$ cat src/rtl/instr_fetch_pkg.sv
`default_nettype none
// ============================================================================
// Module      : instr_fetch_pkg
// Description : Shared definitions for the instruction-fetch slice. Holds the
//               datapath width, the bit positions of the instruction fields,
//               and the opcode encodings.
// Ports       : none (package)
// Revision    : 1.0 - initial release
// ============================================================================
package instr_fetch_pkg;

  localparam int XLEN = 32;

  // Instruction field positions
  localparam int OPCODE_LSB = 0;
  localparam int OPCODE_MSB = 6;
  localparam int FUNCT3_LSB = 12;
  localparam int FUNCT3_MSB = 14;
  localparam int FUNCT7_LSB = 25;
  localparam int FUNCT7_MSB = 31;

  typedef enum logic [6:0] {
    OP_LW     = 7'b0000011,
    OP_SW     = 7'b0100011,
    OP_R_TYPE = 7'b0110011,
    OP_BEQ    = 7'b1100011
  } opcode_e;

  function automatic logic [6:0] get_opcode(input logic [XLEN-1:0] inst);
    return inst[OPCODE_MSB:OPCODE_LSB];
  endfunction

endpackage : instr_fetch_pkg
`default_nettype wire

$ cat src/rtl/instr_fetch_fifo.sv
`default_nettype none
// ============================================================================
// Module      : fetch_fifo
// Description : Small synchronous FIFO buffering fetched {instruction, pc}
//               pairs. The head entry is visible combinationally on rd_data.
//               flush discards all entries at the next edge.
// Ports       : clk, rst_n       - clock, async active-low reset
//               flush            - drop all stored entries
//               push, wr_data    - write one entry (ignored when full/flush)
//               pop              - remove the head entry (ignored when empty)
//               rd_data          - head entry
//               empty, count     - occupancy status
// Revision    : 1.0 - initial release
// ============================================================================
module fetch_fifo
  import instr_fetch_pkg::*;
#(
  parameter int DEPTH = 2,
  parameter int WIDTH = 2 * XLEN
) (
  input  logic                           clk,
  input  logic                           rst_n,
  input  logic                           flush,
  input  logic                           push,
  input  logic [WIDTH-1:0]               wr_data,
  input  logic                           pop,
  output logic [WIDTH-1:0]               rd_data,
  output logic                           empty,
  output logic [$clog2(DEPTH+1)-1:0]     count
);

  localparam int CW = $clog2(DEPTH + 1);
  localparam int PW = (DEPTH > 1) ? $clog2(DEPTH) : 1;
  localparam logic [CW-1:0] DEPTH_C = CW'(DEPTH);
  localparam logic [PW-1:0] LAST_C  = PW'(DEPTH - 1);

  logic [WIDTH-1:0] mem_q [DEPTH];
  logic [WIDTH-1:0] mem_d [DEPTH];
  logic [PW-1:0]    rd_ptr_q, rd_ptr_d;
  logic [PW-1:0]    wr_ptr_q, wr_ptr_d;
  logic [CW-1:0]    count_q, count_d;
  logic             do_push;
  logic             do_pop;

  function automatic logic [PW-1:0] ptr_next(input logic [PW-1:0] p);
    return (p == LAST_C) ? '0 : p + 1'b1;
  endfunction

  always_comb begin
    mem_d    = mem_q;
    rd_ptr_d = rd_ptr_q;
    wr_ptr_d = wr_ptr_q;
    count_d  = count_q;
    do_push  = push && (count_q != DEPTH_C) && !flush;
    do_pop   = pop && (count_q != '0);
    if (flush) begin
      // Realign the read side onto the write side; stored data is don't-care.
      rd_ptr_d = wr_ptr_q;
      count_d  = '0;
    end else begin
      if (do_push) begin
        mem_d[wr_ptr_q] = wr_data;
        wr_ptr_d        = ptr_next(wr_ptr_q);
      end
      if (do_pop) begin
        rd_ptr_d = ptr_next(rd_ptr_q);
      end
      count_d = count_q + CW'(do_push) - CW'(do_pop);
    end
  end

  always_ff @(posedge clk or negedge rst_n) begin
    if (!rst_n) begin
      mem_q    <= '{default: '0};
      rd_ptr_q <= '0;
      wr_ptr_q <= '0;
      count_q  <= '0;
    end else begin
      mem_q    <= mem_d;
      rd_ptr_q <= rd_ptr_d;
      wr_ptr_q <= wr_ptr_d;
      count_q  <= count_d;
    end
  end

  assign rd_data = mem_q[rd_ptr_q];
  assign empty   = (count_q == '0);
  assign count   = count_q;

endmodule : fetch_fifo
`default_nettype wire

$ cat src/rtl/instr_fetch.sv
`default_nettype none
// ============================================================================
// Module      : instr_fetch
// Description : Instruction fetch unit. Issues sequential word-aligned fetches
//               with up to DEPTH requests in flight, buffers in-order
//               responses in a DEPTH-entry FIFO and presents them to decode
//               with a valid/ready handshake. A redirect flushes the buffer,
//               retargets the fetch PC and discards all in-flight responses.
// Ports       : clk, rst_n                  - clock, async active-low reset
//               imem_req/addr/gnt           - request channel to memory
//               imem_rvalid/rdata           - in-order response channel
//               redirect, redirect_pc       - taken branch/jump from execute
//               inst_valid/ready/data/pc    - instruction stream to decode
// Revision    : 1.0 - initial release
// ============================================================================
module instr_fetch
  import instr_fetch_pkg::*;
#(
  parameter logic [31:0] RESET_PC = 32'h0000_0000,
  parameter int          DEPTH    = 2
) (
  input  logic            clk,
  input  logic            rst_n,
  output logic            imem_req,
  output logic [XLEN-1:0] imem_addr,
  input  logic            imem_gnt,
  input  logic            imem_rvalid,
  input  logic [XLEN-1:0] imem_rdata,
  input  logic            redirect,
  input  logic [XLEN-1:0] redirect_pc,
  output logic            inst_valid,
  input  logic            inst_ready,
  output logic [XLEN-1:0] inst_data,
  output logic [XLEN-1:0] inst_pc
);

  localparam int CW = $clog2(DEPTH + 1);
  // Headroom so the three-way occupancy sum cannot overflow.
  localparam int SW = CW + 2;
  localparam logic [SW-1:0] DEPTH_S = SW'(DEPTH);

  logic [XLEN-1:0]   fetch_pc_q, fetch_pc_d;
  logic [CW-1:0]     outst_q, outst_d;
  logic [CW-1:0]     drop_q, drop_d;

  logic [CW-1:0]     fifo_count;
  logic              fifo_empty;
  logic [2*XLEN-1:0] fifo_head;
  logic [SW-1:0]     inflight;
  logic              accept;
  logic              rsp;
  logic              rsp_drop;
  logic              rsp_keep;
  logic              push;
  logic              pop;
  logic [XLEN-1:0]   rsp_pc;

  assign inflight = SW'(fifo_count) + SW'(outst_q) + SW'(drop_q);

  // rst_n gates the request so it is low for the whole reset interval yet
  // rises in the very first cycle after release.
  assign imem_req  = rst_n && !redirect && (inflight < DEPTH_S);
  assign imem_addr = fetch_pc_q;
  assign accept    = imem_req && imem_gnt;

  // A response with nothing in flight is spurious and ignored. Dropped
  // requests are always older than live ones, so they are retired first.
  assign rsp      = imem_rvalid && ((outst_q != '0) || (drop_q != '0));
  assign rsp_drop = rsp && (drop_q != '0);
  assign rsp_keep = rsp && (drop_q == '0);
  assign push     = rsp_keep && !redirect;
  assign pop      = inst_valid && inst_ready;

  // Live requests are contiguous words ending just below fetch_pc, so the
  // oldest one's address is recovered without storing it.
  assign rsp_pc = fetch_pc_q - XLEN'({outst_q, 2'b00});

  always_comb begin
    fetch_pc_d = fetch_pc_q;
    outst_d    = outst_q;
    drop_d     = drop_q;
    if (redirect) begin
      fetch_pc_d = {redirect_pc[XLEN-1:2], 2'b00};
      outst_d    = '0;
      // Everything still in flight, plus any grant this cycle, becomes stale.
      drop_d     = drop_q + outst_q + CW'(accept) - CW'(rsp);
    end else begin
      if (accept) begin
        fetch_pc_d = fetch_pc_q + XLEN'(4);
      end
      outst_d = outst_q + CW'(accept) - CW'(rsp_keep);
      drop_d  = drop_q - CW'(rsp_drop);
    end
  end

  always_ff @(posedge clk or negedge rst_n) begin
    if (!rst_n) begin
      fetch_pc_q <= RESET_PC;
      outst_q    <= '0;
      drop_q     <= '0;
    end else begin
      fetch_pc_q <= fetch_pc_d;
      outst_q    <= outst_d;
      drop_q     <= drop_d;
    end
  end

  fetch_fifo #(
    .DEPTH (DEPTH),
    .WIDTH (2 * XLEN)
  ) u_fifo (
    .clk     (clk),
    .rst_n   (rst_n),
    .flush   (redirect),
    .push    (push),
    .wr_data ({imem_rdata, rsp_pc}),
    .pop     (pop),
    .rd_data (fifo_head),
    .empty   (fifo_empty),
    .count   (fifo_count)
  );

  assign inst_valid = !fifo_empty;
  assign inst_data  = fifo_head[2*XLEN-1:XLEN];
  assign inst_pc    = fifo_head[XLEN-1:0];

endmodule : instr_fetch
`default_nettype wire

$ cat config.mk
export PLATFORM = sky130hd
export DESIGN_NAME = instr_fetch
export DESIGN_NICKNAME = d
export VERILOG_FILES = /design/src/rtl/instr_fetch_pkg.sv /design/src/rtl/instr_fetch_fifo.sv /design/src/rtl/instr_fetch.sv
export SDC_FILE = /design/constraint.sdc
export NUM_CORES = 1
export LEC_CHECK = 0
export BUFFER_PORTS_ARGS = -buffer_cell sky130_fd_sc_hd__clkbuf_2
export CORE_UTILIZATION = 56
export CTS_BUF_LIST = sky130_fd_sc_hd__clkbuf_8 sky130_fd_sc_hd__clkbuf_16
export DETAILED_ROUTE_END_ITERATION = 8
export PLACE_DENSITY = 0.8
export SETUP_SLACK_MARGIN = 0.02
export SLEW_MARGIN = 0
export SYNTH_ARGS = -nofsm -noshare
export SYNTH_HDL_FRONTEND = slang
export SYNTH_HIERARCHICAL = 1
export SYNTH_SLANG_ARGS = --single-unit
export TNS_END_PERCENT = 1
$ cat constraint.sdc
create_clock -name clk -period 3.5 [get_ports clk]
set_input_delay 0.7 -clock clk [delete_from_list [all_inputs] [get_ports clk]]
set_output_delay 0.7 -clock clk [all_outputs]
set_load 0.1 [all_outputs]
==> results.md, run 1 <==
Timing:
- The post-route fraction of the period consumed by the critical path is between 90% and 100%.
- The fmax is slightly below 0.3 GHz.
- The setup TNS after final layout is 0 ps.
- In this run the tightest slew margin relative to its limit is about 39%.
- Setup repair after global routing left no endpoint under its margin.
- The max-slew violation total from the final report is 0.
- The final-report hold violation count is 0.
- The number of failing setup endpoints in the final timing report is 0.
- For the finished layout, the period the worst path requires is roughly 3400 ps.
- Between clock sinks in the finished design, the worst skew comes to 9.30 ps.
- The worst-margin pin slew is around 910 ps.

GRT:
- The largest net degree at the start of global routing is approximately 170.
- Global routing used 25.6% of the available tracks.
- The sum of overflow across all layers after global routing is 0.
- The via count of the first global-routing pass is 6,315.
- The wire length of the first global-routing pass is 32,800 microns.
- The number of antenna violations at the first check in global routing was 0.

CTS:
- The clock reaches the later pin of the worst-skew pair after between 400 and 500 ps.
- The TritonCTS clock tree is built.
- The count of H-tree levels built during CTS is 4.
- The tree is rooted in a sky130_fd_sc_hd__clkbuf_16.
- Buffers inserted during clock tree synthesis total 17.
- The total number of clock tree sinks is about 170.
- The longest clock path from root to sink contains 2 buffers.
- Clock-pin slew was measured on the worst setup and hold paths at 60 ps.

Drt:
- The count of TritonRoute iterations in the first routing pass is 5.
- In the routed design, unresolved DRC markers number 0.
- The detailed-route via count is ~6,300.
- In this run, the number of DRC markers left after iteration 0 of detailed routing was 460.
- The detail route stage leaves a number of antenna-violating nets equal to 0.
- Dividing the detail-routed wire length by the instance count gives 18.5 microns.
- Using the TritonRoute via totals, the vias-per-cell ratio works out to approximately 5.7.
- The final layout contains routed wiring with a total length of slightly above 20,000 microns.

Logic synthesis:
- The number of standard cells after synthesis is around 740.
- The Yosys step of the flow raised 6 warnings.
- Counting distinct cell types in the post-synthesis netlist gives 57.
- The number of enable-type register cells in the synthesized netlist is 0.
- The prevailing post-synth register cell is sky130_fd_sc_hd__dfrtp_1.
- The number of register bits inferred by synthesis is between 150 and 200.
- The share of the Yosys chip area taken by registers is 45.6%.
- The average cell area after synthesis is 12.4 sq um.
- The area of the mapped netlist is 0.00910 sq mm.
- Counting flops with an async set or reset pin after synthesis yields a share of 100%.

Cells and area:
- The number of antenna diodes in the final layout is 0.
- The footprint of the flip-flops and latches is 0.00416 sq mm.
- After filler insertion, the fill cell instance count of the layout stands at 1,193.
- The final cell area excluding filler cells is approximately 0.011 sq mm.
- The multi-input combinational cells in the finished layout cover a total of approximately 0.0044 sq mm.
- The final layout contains 967 nets.
- Once layout is complete, the utilization of the core stands at between 60% and 70%.
- The fraction of layout cells with a size suffix above 1 is 38.3%.
- The finished layout holds around 1,100 standard cells, fillers aside.
- Compared with the post-synthesis result, the final layout area differs by 16.5%.

Floorplan:
- The number of placement rows is 46.
- ~170 I/O pins were placed.
- The area enclosed by the die boundary is about 0.017 sq mm.
- The die is about 130 microns tall.
- The standard cell core area is around 0.016 sq mm.
- The die is ~130 microns wide.
- The initial core utilization is between 50% and 60%.

Placed design:
- The final HPWL from detailed placement is approximately 14,000 microns.
- After detailed placement, the design holds a cell count of ~1,100.
- The number of buffer cells added on primary ports is between 150 and 200.
- The weighted congestion at the end of routability-driven global placement is about 0.89.
- The placement-stage cell area is approximately 0.0099 sq mm.

Critical path:
- Walking the worst path, the cells encountered are inv_1 > fa_1 > inv_1 > ha_1 > or4b_4 > nor2_4 > buf_12.
- The nature of the critical path endpoint is a primary output.
- The cell that appears most often on the critical path is sky130_fd_sc_hd__inv_1.
- For this design, the slowest cell found on the critical path is sky130_fd_sc_hd__or4b_4.
- The critical path is of the reg -> out type.
- STA classifies the critical path startpoint as a flop.
- On the worst path, the slowest cell contributes a delay of 600 ps.
- The critical path contains buffers and inverters numbering 3 combined.
- The signal arrival time at the worst endpoint is between 2000 and 3000 ps.
- At the worst endpoint, the required time is approximately 2800 ps.
- The highest net fanout along the worst path is 6.
- In this design, the largest share of critical-path delay is due to adder cells.

Outcome:
- The run finished with clean final reports.

Run:
- The tool flagged a number of max-cap violations equal to 0.

Worst hold path:
- The worst hold path belongs to the class in -> async.
## cell usage after synthesis, types with 2 or more instances
cell type	instances	area [sq um]
sky130_fd_sc_hd__buf_2	10	50.1
sky130_fd_sc_hd__nand3b_1	4	30.0
sky130_fd_sc_hd__nand2_1	53	199
sky130_fd_sc_hd__ha_1	12	150
sky130_fd_sc_hd__fa_1	3	60.1
sky130_fd_sc_hd__o211ai_1	7	52.6
sky130_fd_sc_hd__o21ai_0	17	85.1
sky130_fd_sc_hd__nand3_1	23	115
sky130_fd_sc_hd__and2_1	5	31.3
sky130_fd_sc_hd__inv_1	21	78.8
sky130_fd_sc_hd__mux2i_1	6	60.1
sky130_fd_sc_hd__mux2_2	59	664
sky130_fd_sc_hd__buf_4	8	60.1
sky130_fd_sc_hd__and3_1	6	37.5
sky130_fd_sc_hd__nor3_1	11	55.1
sky130_fd_sc_hd__nor2_1	30	113
sky130_fd_sc_hd__a32oi_1	2	17.5
sky130_fd_sc_hd__a22oi_1	4	30.0
sky130_fd_sc_hd__nand4_1	11	68.8
sky130_fd_sc_hd__xnor2_1	24	210
sky130_fd_sc_hd__dfrtp_1	166	4150
sky130_fd_sc_hd__xor2_1	16	140
sky130_fd_sc_hd__a21o_1	3	22.5
sky130_fd_sc_hd__buf_12	8	160
sky130_fd_sc_hd__mux2_1	73	822
sky130_fd_sc_hd__nor4_1	15	93.8
sky130_fd_sc_hd__buf_6	14	158
sky130_fd_sc_hd__nor2b_1	4	25.0
sky130_fd_sc_hd__clkbuf_1	16	60.1
sky130_fd_sc_hd__a21oi_1	2	10.0
sky130_fd_sc_hd__clkbuf_2	2	10.0
sky130_fd_sc_hd__o21a_1	3	22.5
sky130_fd_sc_hd__mux2_4	60	901
sky130_fd_sc_hd__or3_1	5	31.3
sky130_fd_sc_hd__o21ai_1	3	15.0
sky130_fd_sc_hd__a221o_1	8	80.1
## cell type report
| type | instances | area share, % |
|---|---|---|
| Multi-Input combinational cell | 495 | 41.5 |
| Clock inverter | 9 | 1.38 |
| Sequential cell | 166 | 39.2 |
| Timing Repair Buffer | 181 | 9.87 |
| Tap cell | 216 | 2.55 |
| Inverter | 21 | 0.743 |
| Clock buffer | 23 | 4.79 |
## per-layer routing
layer	global-route usage, %	vias to the layer above	share of wire, %
li1	-	2900	-
met1	33.6	3113	44
met2	40.9	245	47
met3	6.77	35	7.2
met4	9.58	0	2.3
met5	0	-	0
## what timing repair did
item                                    CTS  global route
buffers inserted                          0             2
hold buffers                              0             0
endpoints found under the setup margin    0             1
gates resized for setup                   0             2
## per-stage QoR
stage,hold WS [ps],setup WS (ps)
2_1_floorplan,404,88.2
3_3_place_gp,467,281
3_5_place_dp,475,200
4_1_cts,456,33.1
5_1_grt,474,17.5
6_report,428,110
## worst register-to-register path, stage by stage, from the launching register on
cell	delay [ps]
sky130_fd_sc_hd__dfrtp_1	410
sky130_fd_sc_hd__inv_1	90
sky130_fd_sc_hd__fa_1	510
sky130_fd_sc_hd__inv_1	50
sky130_fd_sc_hd__ha_1	290
sky130_fd_sc_hd__or4b_4	600
sky130_fd_sc_hd__or2_4	300
sky130_fd_sc_hd__inv_1	240
sky130_fd_sc_hd__nand4_1	300
sky130_fd_sc_hd__or3_1	400
sky130_fd_sc_hd__nand3_1	80
## state kept, by name, indices dropped and copies added, names as in the netlist
signal	cells
u_fifo/rd_ptr_q	1
outst_q	2
imem_addr	30
u_fifo/wr_ptr_q	1
u_fifo/mem_q	128
u_fifo/count	2
drop_q	2
## worst paths after layout
check	slack (ps)	startpoint	depth (start not counted)	endpoint
max reg2reg	160	drop_q[1]$_DFF_PN0_	10	imem_addr[24]$_DFFE_PN0P_
min reg2reg	480	u_fifo/mem_q[95]$_DFFE_PN0P_	1	u_fifo/mem_q[95]$_DFFE_PN0P_
max	110	drop_q[1]$_DFF_PN0_	7	imem_req
max in group asynchronous	2340	rst_n	2	u_fifo/rd_ptr_q$_DFFE_PN0P_
min	430	rst_n	2	u_fifo/mem_q[96]$_DFFE_PN0P_
min in group clk	470	redirect_pc[4]	3	imem_addr[4]$_DFFE_PN0P_
## logic make-up after synthesis
group | Yosys count | share of synthesized area [%]
xor+xnor | 40 | 3.85
other cells | 1 | 0.0412
flops | 166 | 45.6
mux | 198 | 26.9
simple gates | 182 | 10.8
fa+ha+maj | 15 | 2.31
buf+inv | 79 | 6.34
compound gates | 54 | 4.18
## placed cells by master (no fill, tap or decap), drive strengths merged, types with 16 or more instances in the layout
cell type	Yosys	final
nand3	23	23
clkbuf	18	184
mux2	192	192
dfrtp	166	166
buf	40	20
nor2	30	30
nand2	54	54
xor2	16	16
nor4	17	17
inv	21	23
xnor2	24	24
o21ai	20	20
Power of run 1 is not shown: default switching activity piles up to over one toggle a cycle in this logic, so the estimate is an artifact.
==> run 2, diff against run 1 <==
==> constraint.sdc (replaced) <==
create_clock -name clk -period 3.5 [get_ports clk]
set_input_delay 0 -clock clk [delete_from_list [all_inputs] [get_ports clk]]
set_output_delay 0 -clock clk [all_outputs]
set_load 0.1 [all_outputs]
==> run 2 against run 1 <==
Maximum frequency grew 4.3%. Worst hold slack lost 390 ps. Worst setup slack gained 140 ps. First-iteration DRC count shrank 15%. Sequential share of layout area shrank 2.0 points. Core utilization grew 3.6 points. Sequential cell count is the same. Final cell count grew 5.4%. Critical endpoint is now imem_addr[24]$_DFFE_PN0P_.
==> results.md, run 2 (synthesis gave the netlist of run 1 again) <==
Worst hold path:
- The class of the tightest hold or removal check is in -> reg.

CTS:
- The count of H-tree levels built during CTS is 4 (unchanged).
- The root buffer cell chosen for the clock tree is sky130_fd_sc_hd__clkbuf_16.
- The deepest clock path buffer count came to 2 (unchanged).
- The clock-pin slew of the registers on the worst-case setup and hold paths is 60 ps (about the same).
- The number of buffers created by CTS is 17 (unchanged).
- The clock latency on the worst-skew pair is 430 ps (about the same).
- The total number of clock tree sinks is 166 (unchanged).
- TritonCTS built the clock tree.

Power and ir drop:
- Combinational logic is responsible for ~53% of the overall power.
- The total internal power is 5.42 mW.
- The switching power total is 5.58 mW.
- Summed over all cells, the static leakage comes to around 5.5 nW.
- The share of total power in sequential cells is 28.0%.
- The power density over the cells is just under 1000 mW/mm^2.
- In this run, the clock network consumes 18.7% of the power.
- The worst supply voltage drop on vdd is about 540 uV.
- The total chip power is 11.0 mW.
- The proportion of total power due to net switching is 50.7%.

GRT:
- The number of antenna violations at the first check in global routing is 0 (unchanged).
- The largest net degree at the start of global routing came to 78 (-53%).
- The wire length of the first global-routing pass is 34,300 microns (+4.6%).
- The total global routing track utilization is 26.7% (+1.1 points).
- The via count of the first global-routing pass is 6,512 (+3.1%).
- The sum of overflow across all layers after global routing is 0 (unchanged).

Timing:
- The worst clock skew on the final layout is 13.2 ps (+3.86 ps).
- Setup repair after global routing left no endpoint under its margin.
- The remaining max-slew budget at the tightest pin is 35.3% (-4.0 points).
- The post-route fraction of the period consumed by the critical path is 92.9% (-4.0 points).
- The worst-margin pin slew is 970 ps (+59.4 ps).
- The fmax is 0.308 GHz (+4.3%).
- The max-slew violation total from the final report came to 0 (unchanged).
- The final-report hold violation count is 0 (unchanged).
- The number of failing setup endpoints in the final timing report is 0 (unchanged).
- The setup TNS after final layout is 0 ps (unchanged).
- The time the worst path needs with I/O delays and setup came to 3250 ps (-138 ps).

Floorplan:
- The top-level port count came to 168 (unchanged).
- The area enclosed by the die boundary is 0.0168 sq mm (unchanged).
- The standard cell core area is 0.0159 sq mm (unchanged).
- The initial core utilization was 57.3% (unchanged).
- The chip height is 129 microns (unchanged).
- The die boundary width is 129 microns (unchanged).
- The number of placement rows is 46 (unchanged).

Critical path:
- The slowest cell on the critical path is sky130_fd_sc_hd__or4b_4.
- The data required time at the worst endpoint was 3860 ps (+1060 ps).
- The worst setup path is launched from a flop.
- By startpoint and endpoint, the worst setup path is classified as reg -> reg.
- The signal arrival time at the worst endpoint is 3610 ps (+920 ps).
- Traced cell by cell, the critical path runs through inv_1 > fa_1 > inv_1 > ha_1 > or4b_4 > or2_4 > inv_1 > nand4_1 > or3_1 > nand3_1.
- The cell repeated most along the worst path is sky130_fd_sc_hd__inv_1.
- The highest net fanout along the worst path came to 10 (+4).
- The critical path's top delay family is simple AND/OR/NAND/NOR gates.
- The highest cell delay on the worst timing path was 580 ps (-20 ps).
- The nature of the critical path endpoint is a flop.
- The number of buffers and inverters on the critical path came to 3 (unchanged).

Cells and area:
- From synthesis to final layout, the design area changed by 22.7%.
- The fraction of layout cells with a size suffix above 1 is 35.5% (-2.8 points).
- The number of nets in the final layout is 1,029 (+6.4%).
- The post-layout instance count excluding filler cells came to 1,171 (+5.4%).
- The diode insertion count for antenna repair is 0 (unchanged).
- The footprint of the flip-flops and latches is 0.00416 sq mm (unchanged).
- In the layout the commonest cells are sky130_fd_sc_hd__dfrtp_1, sky130_fd_sc_hd__clkbuf_2, sky130_fd_sc_hd__mux2_1.
- The register with the highest flop count is u_fifo/mem_q.
- The number of flip-flops in the largest register was 128 (unchanged).
- The area occupied by multi-input gates is 0.00439 sq mm (-0.17%).
- The final-layout fill cell count is 1,144 (-4.1%).
- The most common cell after layout, fill and taps aside is sky130_fd_sc_hd__dfrtp_1.

Drt:
- The antenna violation net count after detailed routing is 0 (unchanged).
- The count of routing violations after the opening detailed-route iteration is 391 (-15%).
- The detailed-route via count is 6,475 (+2.9%).
- The via-per-instance ratio was 5.53 (-2.4%).
- The DRC violations left is 0 (unchanged).
- The count of TritonRoute iterations in the first routing pass came to 5 (unchanged).
- The average detailed-routed wire length per instance is 18.2 microns (-1.7%).
- The routed wire length is 21,300 microns (+3.6%).

Placed design:
- The number of buffer cells added on primary ports is 163 (unchanged).
- The weighted congestion at the end of routability-driven global placement came to 0.906 (+2.1%).
- The final HPWL from detailed placement is 13,600 microns (-2.7%).
- The number of placed instances with taps included came to 1,076 (-0.093%).

Outcome:
- The run finished with clean final reports.

Run:
- The number of maximum-capacitance constraint violations is 0 (unchanged).
[run 2: cell types whose count changed in the layout (fill, tap and decap cells not counted), sizes merged]
cell         previous run  this run
clkinv                  3         1
bufinv                  4         5
clkinvlp                0         2
buf                    20        17
clkbuf                184       183
dlygate4sd3             0        64
inv                    23        22
[run 2: area by class of cell]
| class | count | share of cell area (%) |
|---|---|---|
| inverters | 21 | 0.706 |
| clock buffers | 21 | 4.30 |
| multi-input cells | 495 | 39.3 |
| well taps | 216 | 2.42 |
| clock inverters | 9 | 1.56 |
| repair buffers | 243 | 14.5 |
| flip-flops and latches | 166 | 37.2 |
[run 2: per-stage QoR]
| step | worst slack [ps] | area (sq um) | hold WS (ps) | util, % |
|---|---|---|---|---|
| after floorplan | 295 | 9120 | -296 | - |
| after global placement | 282 | 9870 | -107 | 62.1 |
| after detailed placement | 211 | 9870 | -106 | 62.1 |
| after CTS | 168 | 11200 | 3.92 | 70.3 |
| after global routing | 79.1 | 11200 | 45.6 | 70.3 |
| final | 248 | 11200 | 33.6 | 70.3 |
[run 2: path summary, 6_finish.rpt]
| path | startpoint | end | slack (ps) | depth (start not counted) |
|---|---|---|---|---|
| min in group asynchronous | rst_n | u_fifo/mem_q[75]$_DFFE_PN0P_ | 40 | 2 |
| min reg2reg | u_fifo/mem_q[94]$_DFFE_PN0P_ | u_fifo/mem_q[94]$_DFFE_PN0P_ | 480 | 1 |
| max | outst_q[1]$_DFF_PN0_ | imem_addr[24]$_DFFE_PN0P_ | 250 | 10 |
| max reg2reg | outst_q[1]$_DFF_PN0_ | imem_addr[24]$_DFFE_PN0P_ | 250 | 10 |
| min | imem_rvalid | drop_q[0]$_DFF_PN0_ | 30 | 4 |
| max in group asynchronous | rst_n | outst_q[1]$_DFF_PN0_ | 2140 | 3 |
[run 2: per-layer routing]
layer | wire length [microns] | track usage [%]
met5 | 0 | 0
met4 | 350 | 9.23
met3 | 1300 | 6.11
met2 | 10200 | 42.8
met1 | 9440 | 35.8
[run 2: power by group through the flow]
stage | registers (mW) | logic, mW | clock network, mW
after floorplan | 3.22 | 4.79 | 0
after global placement | 3.04 | 5.71 | 0
after detailed placement | 3.08 | 5.77 | 0
after CTS | 3.06 | 5.85 | 2.10
after global routing | 3.17 | 6.10 | 2.18
final | 3.08 | 5.86 | 2.06
[run 2: what timing repair did]
item / 4_1_cts / 5_1_grt
setup buffers: 0 / 1
hold endpoints to repair: 123 / 0
hold buffers: 64 / 0
gates resized for setup: 0 / 1
setup endpoints to repair: 0 / 1
[run 2: worst register-to-register path, delay by kind of cell (launching register included)]
kind	cells	cell delay, ps
flops	1	420
simple gates	5	1590
fa+ha+maj	2	830
buf+inv	3	350
Power figures use the tool's default switching activity.
==> run 3, diff against run 2 <==
- CELL_PAD_IN_SITES_DETAIL_PLACEMENT: default -> 1
- CELL_PAD_IN_SITES_GLOBAL_PLACEMENT: default -> 1
- CORE_UTILIZATION: 56 -> 45
- PLACE_DENSITY: 0.8 -> default
- PLACE_DENSITY_LB_ADDON: default -> 0.1
- SLEW_MARGIN: 0 -> 5
==> run 3 against run 2 <==
Clock skew fell by 3.5 ps. Maximum frequency up 0.95%. Die area rose by 24%. Core utilization decreased by 13 points.
==> results.md, run 3 (synthesis gave the netlist of run 1 again) <==
Critical path:
- Broken down by cell family, the worst path's largest delay share belongs to simple AND/OR/NAND/NOR gates.
- The highest cell delay on the worst timing path was 580 ps (about the same).
- The cell that appears most often on the critical path is sky130_fd_sc_hd__inv_1.
- The nature of the critical path endpoint is a flop.
- Traced cell by cell, the critical path runs through inv_1 > fa_1 > inv_1 > ha_1 > or4b_4 > or2_4 > inv_1 > nand4_1 > or3_1 > nand3_1.
- The type of the setup path with the least slack is reg -> reg.
- STA classifies the critical path startpoint as a flop.
- The highest net fanout along the worst path came to 7 (-3).
- The data required time at the worst endpoint came to 3860 ps (about the same).
- The startpoint of the worst register-to-register path is drop_q[1]$_DFF_PN0_.
- The slowest cell on the critical path is sky130_fd_sc_hd__or4b_4.
- The signal arrival time at the worst endpoint came to 3580 ps (-30 ps).
- The number of buffers and inverters on the critical path is 3 (unchanged).
- The most critical setup path has its startpoint at drop_q[1]$_DFF_PN0_.

GRT:
- The total global routing track utilization is 23.8% (-2.9 points).
- The largest net degree at the start of global routing came to 69 (-12%).
- The sum of overflow across all layers after global routing is 0 (unchanged).
- The wire length of the first global-routing pass is 37,800 microns (+10%).
- The via count of the first global-routing pass is 7,103 (+9.1%).
- The number of antenna violations at the first check in global routing was 0 (unchanged).

CTS:
- The TritonCTS clock tree is built.
- Clock tree synthesis selected as its root buffer the cell sky130_fd_sc_hd__clkbuf_16.
- The clock latency on the worst-skew pair is 430 ps (about the same).
- The number of buffers created by CTS is 17 (unchanged).
- The total number of clock tree sinks is 166 (unchanged).
- The number of buffers inserted by post-CTS setup repair is 0 (unchanged).
- The count of H-tree levels built during CTS is 4 (unchanged).
- The deepest clock path buffer count is 2 (unchanged).
- The clock-pin slew of the registers on the worst-case setup and hold paths is 70 ps (about the same).

Timing:
- The number of failing setup endpoints in the final timing report is 0 (unchanged).
- The time the worst path needs with I/O delays and setup is 3220 ps (-30.7 ps).
- The remaining max-slew budget at the tightest pin is 39.6% (+4.2 points).
- The final-report hold violation count is 0 (unchanged).
- Setup repair after global routing left no endpoint under its margin.
- The worst-margin pin slew is 906 ps (-63.4 ps).
- The worst clock skew on the final layout is 9.62 ps (-3.54 ps).
- The final setup slack of the worst path is 279 ps (+30.7 ps).
- The max-slew violation total from the final report came to 0 (unchanged).
- The setup TNS after final layout is 0 ps (unchanged).
- The post-route fraction of the period consumed by the critical path is 92.0% (-0.88 points).
- The fmax is 0.310 GHz (+0.95%).

Floorplan:
- The die boundary width is 144 microns (+11%).
- The number of placement rows came to 51 (+11%).
- The standard cell core area came to 0.0197 sq mm (+24%).
- The initial core utilization is 46.3% (-11 points).
- The top-level port count is 168 (unchanged).
- The chip height is 144 microns (+11%).
- The area enclosed by the die boundary is 0.0208 sq mm (+24%).

Cells and area:
- The number of flip-flops in the largest register is 128 (unchanged).
- The register with the highest flop count is u_fifo/mem_q.
- The diode insertion count for antenna repair was 0 (unchanged).
- The fraction of layout cells with a size suffix above 1 is 35.9% (+0.43 points).
- The post-layout instance count excluding filler cells is 1,228 (+4.9%).
- The number of nets in the final layout came to 1,035 (+0.58%).
- Leaving out fill and tap cells, the most frequent cell in the layout is sky130_fd_sc_hd__dfrtp_1.
- The final cell area excluding filler cells is 0.0112 sq mm (+0.18%).
- The post-synthesis to final-layout area growth is 22.9%.
- Leaving out fill and tap cells, the most frequent cells in the layout are sky130_fd_sc_hd__dfrtp_1, sky130_fd_sc_hd__clkbuf_2, sky130_fd_sc_hd__mux2_1.

Placed design:
- The placement-stage cell area is 0.00996 sq mm (+0.95%).
- The number of buffer cells added on primary ports is 163 (unchanged).
- The minimum setup slack after placement is 273 ps (+62.8 ps).
- The final HPWL from detailed placement is 16,300 microns (+20%).
- The number of placed instances with taps included is 1,131 (+5.1%).
- The weighted congestion at the end of routability-driven global placement is 0.866 (-4.4%).

Worst hold path:
- The launch point of the worst hold path is imem_rvalid.
- The path class of the tightest hold or removal check is in -> reg.

Power and ir drop:
- The power density over the cells is 965 mW/mm^2 (-2.0%).
- The leakage power of the design is 5.50 nW (-0.39%).
- The total chip power is 10.8 mW (-1.8%).
- The worst supply voltage drop on vdd is 458 uV (-15%).

Run:
- The number of maximum-capacitance constraint violations is 0 (unchanged).

Drt:
- The count of routing violations after the opening detailed-route iteration is 264 (-32%).
- The antenna violation net count after detailed routing is 0 (unchanged).
- The average detailed-routed wire length per instance is 19.2 microns (+5.6%).
- The detailed-route via count came to 6,541 (+1.0%).
- The via-per-instance ratio is 5.33 (-3.7%).
- The routed wire length was 23,600 microns (+11%).
- The DRC violations left is 0 (unchanged).
- The count of TritonRoute iterations in the first routing pass is 4 (-1).

Outcome:
- The run finished with clean final reports.
-- run 3: cell types whose count changed in the layout (fill, tap and decap cells not counted), sizes merged --
cell	previous run	this run
buf	17	22
inv	22	27
bufinv	5	1
clkinv	1	3
dlygate4sd3	64	65
clkbuf	183	180
clkinvlp	2	4
-- run 3: through the flow --
stage / hold WS [ps] / util (%)
2_1_floorplan: -296 / -
3_3_place_gp: 181 / 50.7
3_5_place_dp: 192 / 50.7
4_1_cts: 12.5 / 56.9
5_1_grt: 54.6 / 56.9
6_report: 41.0 / 56.9
-- run 3: timing repair --
item                      4_1_cts  5_1_grt
resized for setup               0        0
hold buffers                   65        0
hold endpoints to repair      140        0
-- run 3: power by group --
group / total, mW / switching [mW] / internal (mW)
logic: 5.86 / 4.33 / 1.54
clock network: 1.85 / 0.835 / 1.02
registers: 3.09 / 0.527 / 2.56
-- run 3: final timing paths --
path / to / slack [ps] / depth (start not counted)
min in group asynchronous: u_fifo/mem_q[5]$_DFFE_PN0P_ / 290 / 3
worst min-delay path: drop_q[0]$_DFF_PN0_ / 40 / 4
max in group asynchronous: u_fifo/rd_ptr_q$_DFFE_PN0P_ / 1810 / 4
worst min register to register: u_fifo/mem_q[29]$_DFFE_PN0P_ / 480 / 1
worst max-delay path: imem_addr[24]$_DFFE_PN0P_ / 280 / 10
worst max register to register: imem_addr[24]$_DFFE_PN0P_ / 280 / 10
-- run 3: worst min-delay path, stage by stage --
cell	delay, ps
sky130_fd_sc_hd__clkbuf_2	110
sky130_fd_sc_hd__o21a_1	130
sky130_fd_sc_hd__ha_1	120
sky130_fd_sc_hd__o21ai_0	70
-- run 3: layer usage --
metal	GRT usage [%]	wire length (microns)	up-vias	share of wire, %
li1	-	-	3039	-
met1	29.8	10400	3307	44
met2	41.1	11800	170	50
met3	4.93	1050	25	4.5
met4	7.59	465	0	2.0
met5	0	0	-	0
-- run 3: final cells by class --
class / instances / area [sq um]
multi-input combinational: 495 / 4390
clock buffer: 18 / 439
fill: 2083 / 8460
clock inverter: 14 / 140
inverter: 21 / 78.8
tap: 265 / 332
sequential: 166 / 4160
timing repair buffer: 249 / 1660
